File: config.mk
export PLATFORM = sky130hd
export DESIGN_NAME = rd_prefetch
export DESIGN_NICKNAME = d
export VERILOG_FILES = /design/src/rtl/fifo_pkg.sv /design/src/rtl/rd_skid_buf.sv /design/src/rtl/rd_prefetch.sv
export SDC_FILE = /design/constraint.sdc
export NUM_CORES = 1
export LEC_CHECK = 0
export CORE_MARGIN = 2
export CORE_UTILIZATION = 40
export CTS_BUF_LIST = sky130_fd_sc_hd__clkbuf_8
export DETAILED_ROUTE_END_ITERATION = 8
export PLACE_DENSITY = 0.75
export SLEW_MARGIN = 20
export SYNTH_ARGS = -nofsm -noshare
export SYNTH_HDL_FRONTEND = slang
export SYNTH_SLANG_ARGS = --single-unit
File: constraint.sdc
create_clock -name rclk -period 1.9 [get_ports rclk]
set_input_delay 0.38 -clock rclk [delete_from_list [all_inputs] [get_ports rclk]]
set_output_delay 0.38 -clock rclk [all_outputs]
set_load 0.03 [all_outputs]
File: src/rtl/fifo_pkg.sv
// fifo_pkg -- shared width constants for the async FIFO and its read-side
// helpers (pointer/empty stage, prefetch buffer).
//   DATASIZE : default FIFO data word width
//   ADDRSIZE : default FIFO memory address width
//   PF_DEPTH : prefetch buffer depth (the buffer is built for exactly 2)
package fifo_pkg;
  localparam int DATASIZE = 8;
  localparam int ADDRSIZE = 4;
  localparam int PF_DEPTH = 2;

  typedef logic [1:0] pf_cnt_t;
endpackage

File: src/rtl/rd_skid_buf.sv
// rd_skid_buf -- two-entry ring buffer behind the FIFO read port.
// Ports:
//   rclk, rrst_n : read-domain clock, async active-low reset
//   push, din    : write din into the entry at wr_ptr
//   pop          : retire the entry at rd_ptr
//   dout         : entry at rd_ptr (head of buffer)
//   count        : number of entries held (0..2)
module rd_skid_buf
  import fifo_pkg::*;
#(
  parameter int DATASIZE = fifo_pkg::DATASIZE
) (
  input  logic                rclk,
  input  logic                rrst_n,
  input  logic                push,
  input  logic                pop,
  input  logic [DATASIZE-1:0] din,
  output logic [DATASIZE-1:0] dout,
  output logic [1:0]          count
);

  logic [DATASIZE-1:0] buf0, buf1;
  logic                wr_ptr, rd_ptr;
  pf_cnt_t             cnt;

  always_ff @(posedge rclk or negedge rrst_n) begin
    if (!rrst_n) begin
      buf0   <= '0;
      buf1   <= '0;
      wr_ptr <= 1'b0;
      rd_ptr <= 1'b0;
      cnt    <= '0;
    end else begin
      if (push) begin
        if (wr_ptr) buf1 <= din;
        else        buf0 <= din;
        wr_ptr <= ~wr_ptr;
      end
      if (pop) rd_ptr <= ~rd_ptr;
      cnt <= cnt + {1'b0, push} - {1'b0, pop};
    end
  end

  assign dout  = rd_ptr ? buf1 : buf0;
  assign count = cnt;

endmodule

File: src/rtl/rd_prefetch.sv
// rd_prefetch -- turns the FIFO rempty/rinc read port into a valid/ready
// stream through a 2-entry prefetch buffer.
// Optional feature: define RD_PREFETCH_REGRD_EN when the FIFO memory read is
// registered (rdata valid one cycle after rinc). Default: combinational read.
// Ports:
//   rclk, rrst_n     : read-domain clock, async active-low reset
//   rempty           : FIFO empty flag
//   rinc             : read-increment request to the FIFO
//   rdata            : FIFO memory read data
//   m_valid, m_ready : output handshake
//   m_data           : output word
//   level            : words held in the prefetch buffer (0..2)
module rd_prefetch
  import fifo_pkg::*;
#(
  parameter int DATASIZE = fifo_pkg::DATASIZE,
  parameter int BUFDEPTH = 2
) (
  input  logic                rclk,
  input  logic                rrst_n,
  input  logic                rempty,
  output logic                rinc,
  input  logic [DATASIZE-1:0] rdata,
  output logic                m_valid,
  input  logic                m_ready,
  output logic [DATASIZE-1:0] m_data,
  output logic [1:0]          level
);

  generate
    if (BUFDEPTH != PF_DEPTH) begin : g_bad_depth
      $error("rd_prefetch: BUFDEPTH must be 2");
    end
  endgenerate

  logic       push, pop, inflight;
  logic [1:0] count;
  logic [2:0] credits;

  assign m_valid = (count != 2'd0);
  assign pop     = m_valid & m_ready;
  assign level   = count;

  // Slots already spoken for: held words plus a read still on its way,
  // less the word leaving this cycle. Never underflows since pop implies count>0.
  assign credits = {1'b0, count} + {2'b0, inflight} - {2'b0, pop};
  assign rinc    = ~rempty & (credits < 3'd2);

`ifdef RD_PREFETCH_REGRD_EN
  // Registered memory: data for a granted read shows up next cycle.
  always_ff @(posedge rclk or negedge rrst_n) begin
    if (!rrst_n) inflight <= 1'b0;
    else         inflight <= rinc;
  end
  assign push = inflight;
`else
  assign inflight = 1'b0;
  assign push     = rinc;
`endif

  rd_skid_buf #(.DATASIZE(DATASIZE)) u_buf (
    .rclk   (rclk),
    .rrst_n (rrst_n),
    .push   (push),
    .pop    (pop),
    .din    (rdata),
    .dout   (m_data),
    .count  (count)
  );

endmodule

==> flow_summary.ini, run 1 <==
[placement]
place_ws_ns = -0.3401
placed_cell_area_um2 = 1275
port_buffers = 23
dpl.cell_count = 119
gp_congestion = 0.7151

[clock_tree]
postCtsHoldBufs = 0
cts_buffers = 3
cts_tree = yes
cts.sinks = 20
cts_root_buf = clkbuf_8
path_clk_slew_ns = 0.07
htreeDepth = 1
clk_path_buf_depth = 2
worstSkewPairLatency_ns = 0.25

[die]
dieArea_um2 = 2688
io_pins = 24
rows = 17
start_util_pct = 41.80
die_x_um = 51.85
die_h_um = 51.85
core-area_um2 = 2191

[worst_setup_path]
path_max_fanout = 4
start_kind = register
worstPathArrival_ns = 1.73
r2r-end = u_buf.buf0[6]
endpoint_kind = primary output
critPathCapture = rinc
critPathKind = reg2out
crit_start = u_buf.count[0]
crit_required_ns = 1.52
r2r_cells = 7
r2r_slack_ns = -0.21
r2r-start = u_buf.count[0]

[worst_hold_path]
holdCritPathClass = in2async

[power_and_ir_drop]
comb_power_share_pct = 58.8
finalPower_w = 0.002734
internal_power_w = 0.001731
switchingPower_w = 0.001003
p_leak_nw = 0.6606
p_seq_share_pct = 29.5
netSwitchingFraction_pct = 36.68
p_per_area_nw_per_um2 = 1927
ir_worst_vdd_mv = 1.072
clkPwrFrac_pct = 11.7

[timing]
finalWorstSetupSlack_ns = -0.2128
slew_violations = 0
worst_pin_slew_ns = 0.3030
relSlewSlack_pct = 79.74
timing.final.crit_share_pct = 111.2
rsz0062_at_grt = yes
setup_viol = 17
max_freq_mhz = 473.3
finalHoldViolations = 0
min_period_ns = 2.113
skew_ns = 0.001435

[global_routing]
grt_usage_pct = 16.19
grt_max_degree = 21
gr-total-overflow = 0
grt_pass1_wl_mm = 3.146
grt_pass1_vias = 647
grt_antenna_before_repair = 0

[synthesis]
synth_area_per_cell_um2 = 15.52
synthesis.nets = 72
syn_inst = 59
yosysSeqAreaShare_pct = 54.64
ys.flop_type = dfrtp_1
post_synth_num_cell_types = 17
ys_async_sr_fraction_pct = 100.0
synth_edf_count = 0
synth.cell_area_um2 = 915.9
yosysWarnings = 0
ys_ff_latch = 20

[final_layout]
diodes = 0
area.growth.synth_to_final_pct = 54.92
fill_cells = 169
multi_input_area_um2 = 475.5
drive_above_1_share_pct = 54.08
final_design_area_no_fill_um2 = 1419
layout.nets = 112
regArea_um2 = 504.2
stdcell_count = 126

[drt]
wirelength_mm = 1.881
drtPass1Iterations = 4
final_antenna_net_count = 0
drc = 0
drtIter0Drc = 1
wl_per_cell_um = 14.93
vias_per_cell = 4.651
num_vias = 586

[run_status]
violations = setup timing
run_status = finished with violations

[run]
drv_cap = 0
[power groups by stage]
stage	registers, W	clock network, W	logic (W)
after floorplan	0.000780	0	0.000998
after global placement	0.000792	0	0.00149
after detailed placement	0.000799	0	0.00152
after CTS	0.000801	0.000328	0.00156
after global routing	0.000835	0.000344	0.00171
final	0.000807	0.000319	0.00161
[worst max-delay path, cell delays in order (launching register included)]
cell,delay (ns)
dfrtp_2,0.41
or2_4,0.25
and2_4,0.15
ha_4,0.17
xor2_4,0.16
buf_6,0.12
nor2_4,0.09
buf_6,0.14
[timing repair]
action | in CTS | in global routing
pin swaps | 3 | 3
resized for setup | 23 | 2
buffers inserted | 0 | 3
cloned | 0 | 0
endpoints found under the setup margin | 25 | 19
[worst min path at each step]
| stage | start | to | slack [ns] | cells past startpoint |
|---|---|---|---|---|
| floorplan | rrst_n | u_buf.buf0[0] | 0.08 | 0 |
| global placement | u_buf.buf1[3] | u_buf.buf1[3] | 0.48 | 1 |
| detailed placement | u_buf.buf1[3] | u_buf.buf1[3] | 0.49 | 1 |
| CTS | rrst_n | u_buf.buf0[4] | 0.47 | 2 |
| global route | rrst_n | u_buf.buf1[1] | 0.50 | 2 |
| finish | rrst_n | u_buf.buf0[4] | 0.47 | 2 |
[per-stage QoR]
stage	utilization [%]	TNS, ns	hold slack (ns)
6_report	64.76	-2.911	0.4656
5_1_grt	64.76	-3.785	0.5027
4_1_cts	63.34	-1.767	0.4698
3_5_place_dp	58.20	-4.627	0.4904
3_3_place_gp	58.20	-4.243	0.4827
2_1_floorplan	-	-4.799	0.08441
[routing by layer]
layer,GRT usage (%),share of wire (%),vias up
met5,0,0,-
met4,7.895,1.3,0
met3,2.874,2.8,2
met2,25.11,51,10
met1,21.71,45,292
li1,-,-,282
[sequential cells by signal, indices dropped and copies added (netlist names)]
name	flops
u_buf.buf0	8
u_buf.buf1	8
u_buf.count	2
u_buf.rd_ptr	1
u_buf.wr_ptr	1
[cell families after synthesis]
logic type	after synthesis	share of synthesized area, %
buf+inv	3	2.048
xor+xnor	3	2.869
compound gates	2	1.366
mux	24	32.79
flops	20	54.64
simple gates	6	4.919
fa+ha+maj	1	1.366
[synthesized netlist by cell type (2+ instances only)]
cell     instances  share of area, %
mux2_4           8                13
dfrtp_1         20                55
xor2_1           2               1.9
mux2_2          16                20
[cell usage in the layout (no fill, tap or decap), drive strengths merged]
cell,count
or3,1
buf,15
nor3b,1
mux2,24
xnor2,1
o21bai,1
or2,1
clkbuf,4
inv,1
ha,1
dfrtp,20
xor2,2
dlygate4sd2,8
nand2,1
and2,1
nor2,1
o21ai,1
clkdlybuf4s50,14
[final cells by class]
class	count	share of cell area (%)
clock buffer	4	3.880
tap	28	2.469
timing repair buffer	37	24.34
inverter	1	0.2646
sequential	20	35.54
multi-input combinational	36	33.51
(Power assumes the default switching activity.)
==> run 2, diff against run 1 <==
Settings changed: SLEW_MARGIN 20 to 25.
==> results of run 2 <==
Same layout as run 1: the final DEF is identical, and so are final timing and power.
